===== src/rtl/y86_pkg.sv =====
// rtl/y86_pkg.sv - Y86-64 icode/stat/register constants and pipeline-control state encoding
package y86_pkg;

    // Instruction codes
    localparam logic [3:0] I_HALT   = 4'h0;
    localparam logic [3:0] I_NOP    = 4'h1;
    localparam logic [3:0] I_MRMOVQ = 4'h5;
    localparam logic [3:0] I_OPQ    = 4'h6;
    localparam logic [3:0] I_JXX    = 4'h7;
    localparam logic [3:0] I_RET    = 4'h9;
    localparam logic [3:0] I_POPQ   = 4'hB;

    // Status codes
    localparam logic [3:0] S_AOK = 4'h1;
    localparam logic [3:0] S_HLT = 4'h2;
    localparam logic [3:0] S_ADR = 4'h3;
    localparam logic [3:0] S_INS = 4'h4;

    // "No register" ID
    localparam logic [3:0] R_NONE = 4'hF;

    // Run-state encoding
    localparam logic [1:0] ST_RUN    = 2'd0;
    localparam logic [1:0] ST_DRAIN  = 2'd1;
    localparam logic [1:0] ST_HALTED = 2'd2;

    // Instructions that write a register from memory in the M stage
    function automatic logic is_mem_load(input logic [3:0] icode);
        return (icode == I_MRMOVQ) || (icode == I_POPQ);
    endfunction

endpackage


===== src/rtl/pipe_perf_cnt.sv =====
// rtl/pipe_perf_cnt.sv - cycle, retirement, load-use and mispredict counters
module pipe_perf_cnt
    import y86_pkg::*;
#(
    parameter int CNT_W = 64
) (
    input  logic             clk,
    input  logic             rst,
    input  logic             halted,
    input  logic             ret_en,
    input  logic             lu_en,
    input  logic             mp_en,
    output logic [CNT_W-1:0] cyc_cnt,
    output logic [CNT_W-1:0] ret_cnt,
    output logic [CNT_W-1:0] lu_cnt,
    output logic [CNT_W-1:0] mp_cnt
);

    localparam logic [CNT_W-1:0] ONE = CNT_W'(1);

    // All counters freeze once the machine has halted; they wrap naturally
    always_ff @(posedge clk or posedge rst) begin
        if (rst) begin
            cyc_cnt <= '0;
            ret_cnt <= '0;
            lu_cnt  <= '0;
            mp_cnt  <= '0;
        end else if (!halted) begin
            cyc_cnt <= cyc_cnt + ONE;
            if (ret_en) ret_cnt <= ret_cnt + ONE;
            if (lu_en)  lu_cnt  <= lu_cnt + ONE;
            if (mp_en)  mp_cnt  <= mp_cnt + ONE;
        end
    end

endmodule


===== src/rtl/pipe_ctrl.sv =====
// rtl/pipe_ctrl.sv - Y86-64 pipeline stall/bubble control, run-state FSM and debug counters
module pipe_ctrl
    import y86_pkg::*;
#(
    parameter int CNT_W = 64
) (
    input  logic             clk,
    input  logic             rst,
    input  logic [3:0]       D_icode,
    input  logic [3:0]       d_srcA,
    input  logic [3:0]       d_srcB,
    input  logic [3:0]       E_icode,
    input  logic [3:0]       E_dstM,
    input  logic             e_Cnd,
    input  logic [3:0]       M_icode,
    input  logic [3:0]       m_stat,
    input  logic [3:0]       W_icode,
    input  logic [3:0]       W_stat,
    output logic             F_stall,
    output logic             D_stall,
    output logic             W_stall,
    output logic             D_bubble,
    output logic             E_bubble,
    output logic             M_bubble,
    output logic             set_cc,
    output logic             halted,
    output logic [3:0]       cpu_stat,
    output logic [CNT_W-1:0] cyc_cnt,
    output logic [CNT_W-1:0] ret_cnt,
    output logic [CNT_W-1:0] lu_cnt,
    output logic [CNT_W-1:0] mp_cnt
);

    logic [1:0] state;
    logic [1:0] state_nxt;
    logic       loaduse;
    logic       retp;
    logic       mispred;
    logic       mexc;
    logic       wexc;
    logic       ret_en;

    // Hazard detection terms
    always_comb begin
        loaduse = is_mem_load(E_icode) && (E_dstM != R_NONE) &&
                  ((E_dstM == d_srcA) || (E_dstM == d_srcB));
        retp    = (D_icode == I_RET) || (E_icode == I_RET) || (M_icode == I_RET);
        mispred = (E_icode == I_JXX) && !e_Cnd;
        mexc    = (m_stat != S_AOK);
        wexc    = (W_stat != S_AOK);
    end

    // Stall/bubble controls; reset forces a flush, HALTED freezes everything
    always_comb begin
        F_stall  = loaduse | retp;
        D_stall  = loaduse;
        D_bubble = mispred | (retp & !loaduse);
        E_bubble = mispred | loaduse;
        M_bubble = mexc | wexc;
        W_stall  = wexc;
        set_cc   = (E_icode == I_OPQ) && !mexc && !wexc && (state == ST_RUN);
        if (state == ST_HALTED) begin
            F_stall  = 1'b1;
            D_stall  = 1'b1;
            W_stall  = 1'b1;
            D_bubble = 1'b0;
            E_bubble = 1'b1;
            M_bubble = 1'b1;
            set_cc   = 1'b0;
        end
        if (rst) begin
            F_stall  = 1'b0;
            D_stall  = 1'b0;
            W_stall  = 1'b0;
            D_bubble = 1'b1;
            E_bubble = 1'b1;
            M_bubble = 1'b1;
            set_cc   = 1'b0;
        end
    end

    // Next run state: a W-stage exception wins over an M-stage one
    always_comb begin
        state_nxt = state;
        case (state)
            ST_RUN: begin
                if (wexc)      state_nxt = ST_HALTED;
                else if (mexc) state_nxt = ST_DRAIN;
            end
            ST_DRAIN: begin
                if (wexc) state_nxt = ST_HALTED;
            end
            default: state_nxt = ST_HALTED;
        endcase
    end

    // Run state and architectural status; status is captured on HALTED entry
    always_ff @(posedge clk or posedge rst) begin
        if (rst) begin
            state    <= ST_RUN;
            cpu_stat <= S_AOK;
        end else begin
            state <= state_nxt;
            if ((state != ST_HALTED) && (state_nxt == ST_HALTED)) begin
                cpu_stat <= W_stat;
            end
        end
    end

    assign halted = (state == ST_HALTED);
    assign ret_en = (W_stat == S_AOK) && (W_icode != I_NOP) && !W_stall;

    pipe_perf_cnt #(
        .CNT_W (CNT_W)
    ) u_perf_cnt (
        .clk     (clk),
        .rst     (rst),
        .halted  (halted),
        .ret_en  (ret_en),
        .lu_en   (loaduse),
        .mp_en   (mispred),
        .cyc_cnt (cyc_cnt),
        .ret_cnt (ret_cnt),
        .lu_cnt  (lu_cnt),
        .mp_cnt  (mp_cnt)
    );

endmodule

===== config.mk =====
export PLATFORM = sky130hd
export DESIGN_NAME = pipe_ctrl
export DESIGN_NICKNAME = d
export VERILOG_FILES = /design/src/rtl/y86_pkg.sv /design/src/rtl/pipe_perf_cnt.sv /design/src/rtl/pipe_ctrl.sv
export SDC_FILE = /design/constraint.sdc
export NUM_CORES = 1
export LEC_CHECK = 0
export BUFFER_PORTS_ARGS = -buffer_cell sky130_fd_sc_hd__buf_2
export CELL_PAD_IN_SITES_DETAIL_PLACEMENT = 1
export CELL_PAD_IN_SITES_GLOBAL_PLACEMENT = 1
export CORE_UTILIZATION = 44
export CTS_CLUSTER_DIAMETER = 50
export DETAILED_ROUTE_END_ITERATION = 8
export GPL_TIMING_DRIVEN = 0
export PLACE_DENSITY = 0.85
export SLEW_MARGIN = 20
export SYNTH_ARGS = -nofsm -noshare
export SYNTH_HDL_FRONTEND = slang
export SYNTH_SLANG_ARGS = --single-unit

===== constraint.sdc =====
create_clock -name clk -period 14.15 [get_ports clk]
set_input_delay 0.7075 -clock clk [delete_from_list [all_inputs] [get_ports clk]]
set_output_delay 0.7075 -clock clk [all_outputs]
set_load 0.02 [all_outputs]

==> results.cfg <==
[sta]
relSlewSlack = 0.3359
period_share = 0.2399
max_freq_mhz = 294.6
finalCriticalPeriod_ps = 3394
worst_slack_ps = 10760
finalSetupViolCount = 0
rsz0062_at_grt = no
slew_violations = 0
worst_slew_pin_slew_ps = 982.3
hold_violations = 0
fin_skew_ps = 15.40
finalSetupTns_ps = 0

[power_and_ir_drop]
powerDensity_nw_per_um2 = 108.7
total_power_mw = 1.660
p_leak_nw = 7.869
vdd_ir_drop_max_uv = 77.53

[setup_path]
reg2reg_to = u_perf_cnt.cyc_cnt[58]
reg2reg_slack_ps = 11310
required_ps = 13440
cp_cell_sequence = buf_2, xor2_1, nor4_1, o21ai_1, and2_1, a21oi_1, buf_2
worst-r2r-cell-count = 8
crit_path_max_fanout = 8
crit_family = simple AND/OR/NAND/NOR gates
cp-end-kind = output port
arrival_ps = 2690
critical_path.slowest_cell = nor4_1
start_kind = primary input
crit_top_cell = buf_2
crit_buf_inv = 2
critical_path_class = primary input to output port
r2r-start = u_perf_cnt.cyc_cnt[0]
critical_path.max_stage_delay_ps = 670

[clock_network]
cts_tree = yes
cts_root_buffer = clkbuf_16
numCtsBuffers = 35
insertion_delay_ps = 490
cts_sinks = 262
cts.repair.resized = 0
clkTransAtPathRegs_ps = 50
clk_path_buf_depth = 3
htree_levels = 2
hold_buffers = 0
cts_setup_buffers = 0

[synth]
synth_mux_area_frac = 0.003727
synth_top_family_by_area = simple AND/OR/NAND/NOR gates
synth_compound_area_frac = 0.004141
syn-num-nets = 1155
synthDistinctLibCells = 48
synth_area_per_cell_sq_um = 10.87
syn_inst = 1112
ys_ff_latch = 262
synthXorXnorAreaFrac = 0.1884
synth_area_sq_um = 12090
synthSimpleGateAreaFrac = 0.2444
yosys_warnings = 0
synth-adder-area-share = 0.004141
yosys_most_used_dff = dfrtp_1
synth_edf_count = 0
async_reset_ff_frac = 1.000
ys_seq_area_frac = 0.5426

[drt]
vias_per_cell = 5.458
drt-pass1-iter-count = 5
wirelength_microns = 35470
drt_iter0_drc = 565
num_vias = 9950
wire_per_inst_microns = 19.46
post-route-drc-count = 0
ant_nets = 0

[finish]
syn_to_final_growth_pct = 26.35
layout-drive-gt1-share = 0.2713
fin_util = 0.5666
multi_input_area_sq_um = 5383
layout.nets = 1500
final_area_sq_um = 15270
seqCellArea_sq_um = 6558
diodes = 0
fillers = 3015

[flow_run]
max_cap_viol_count = 0

[global_routing]
overflow = 0
grt_pass1_vias = 10680
antenna_found_initial = 0
track_usage = 0.2563
grt_pass1_wl_microns = 58220
grt_max_degree = 108

[placed_design]
place_area_sq_um = 14110
dp_hpwl_microns = 24760
gp_congestion = 0.8078
pre_cts_ws_ps = 10630
io_buffers = 306

[die]
die_y_microns = 167.7
die_w_microns = 167.7
core_sq_um = 26950
ioPinCount = 307
start_util = 0.4484
rows = 60
die-area_sq_um = 28130

[run_status]
status = completed

[worst_hold_path]
min_path_type = primary input to async pin
Yosys cell counts, drive strengths merged, types with 2 or more instances:
cell | n | area (sq um)
and2 | 11 | 68.82
and3 | 50 | 312.8
and3b | 2 | 17.52
and4 | 21 | 183.9
and4bb | 2 | 25.02
buf | 9 | 65.06
clkbuf | 2 | 7.510
dfrtp | 261 | 6531
ha | 4 | 50.05
inv | 21 | 78.82
mux2 | 4 | 45.04
nand2 | 121 | 454.2
nand2b | 5 | 31.28
nand3 | 94 | 470.5
nand4 | 78 | 488.0
nor2 | 72 | 282.8
nor3 | 36 | 205.2
nor4 | 22 | 186.4
nor4bb | 3 | 30.03
o2111ai | 2 | 17.52
o21ai | 2 | 10.00
or2 | 3 | 18.77
or3 | 8 | 55.05
or4 | 8 | 63.81
or4b | 3 | 30.03
xnor2 | 175 | 1533
xor2 | 85 | 744.5
worst max-delay path by stage:
stage               slack [ps]  cells past startpoint                      to      start
floorplan                 5940                      2                E_bubble        rst
global placement          3050                      2  u_perf_cnt.ret_cnt[42]        rst
detailed placement       10630                      8  u_perf_cnt.ret_cnt[61]  W_stat[1]
CTS                      10770                      7                 F_stall  E_dstM[0]
global route             10640                      7                 F_stall  E_dstM[0]
finish                   10760                      7                 F_stall  E_dstM[1]
stage by stage:
stage | hold WS, ps | instances
finish | 288.6 | 1823
global route | 319.2 | 1823
CTS | 298.7 | 1823
detailed placement | 459.9 | 1761
global placement | 454.0 | 1759
floorplan | 476.6 | 1112
registers in the layout, indices dropped and copies added (netlist names):
name / flops
u_perf_cnt.lu_cnt: 64
u_perf_cnt.ret_cnt: 64
u_perf_cnt.cyc_cnt: 64
u_perf_cnt.mp_cnt: 64
state: 2
cpu_stat: 4
cell families (layout without fill, tap and decap cells):
kind of cell             count (synthesis)  count (layout)
multiplexers                             4               4
adder cells (fa/ha/maj)                  4               4
buffers and inverters                   32             402
AND/OR/NAND/NOR                        543             543
flip-flops                             262             262
XOR/XNOR                               260             260
AO/OA/AOI/OAI                            7               7
report_power, final:
part	switching, mW	total (mW)	leakage [nW]	internal (mW)
Clock	0.329	0.875	0.568	0.546
Combinational	0.0242	0.0336	3.68	0.00933
Sequential	0.000971	0.752	3.62	0.751
final cells by class:
type,instances,area share
flip-flops and latches,262,0.4295
multi-input cells,818,0.3525
repair buffers,308,0.1039
clock buffers,50,0.06776
well taps,341,0.02794
clock inverters,12,0.008030
inverters,21,0.005654
plain buffers,11,0.004753
placed cells by master, fill, tap and decap left out, types with 5 or more instances in the layout:
cell type	count
dfrtp_1	261
clkinv_2	6
buf_2	310
xnor2_1	175
nand3_1	94
xor2_1	85
nor4_1	16
or3_1	7
clkbuf_1	9
clkbuf_16	37
nand2_1	121
nor3_2	5
nor2_1	69
nor3_1	31
clkbuf_8	6
or4_1	7
and4_1	21
and3_1	50
nand4_1	78
inv_1	19
and2_1	10
nand2b_1	5
worst reg2reg max path: cells and delay by family, from the launching register on:
kind | cells | cell delay, ps
buffers and inverters | 1 | 220
adder cells (fa/ha/maj) | 1 | 320
flip-flops | 1 | 460
AND/OR/NAND/NOR | 5 | 1560
XOR/XNOR | 1 | 160
per-layer routing:
layer	GRT usage	wire [microns]
met1	0.3311	15260
met2	0.4288	17090
met4	0.09972	1330
met5	0	0
met3	0.04491	1788
Note: power is estimated with default switching activity, not from simulation.
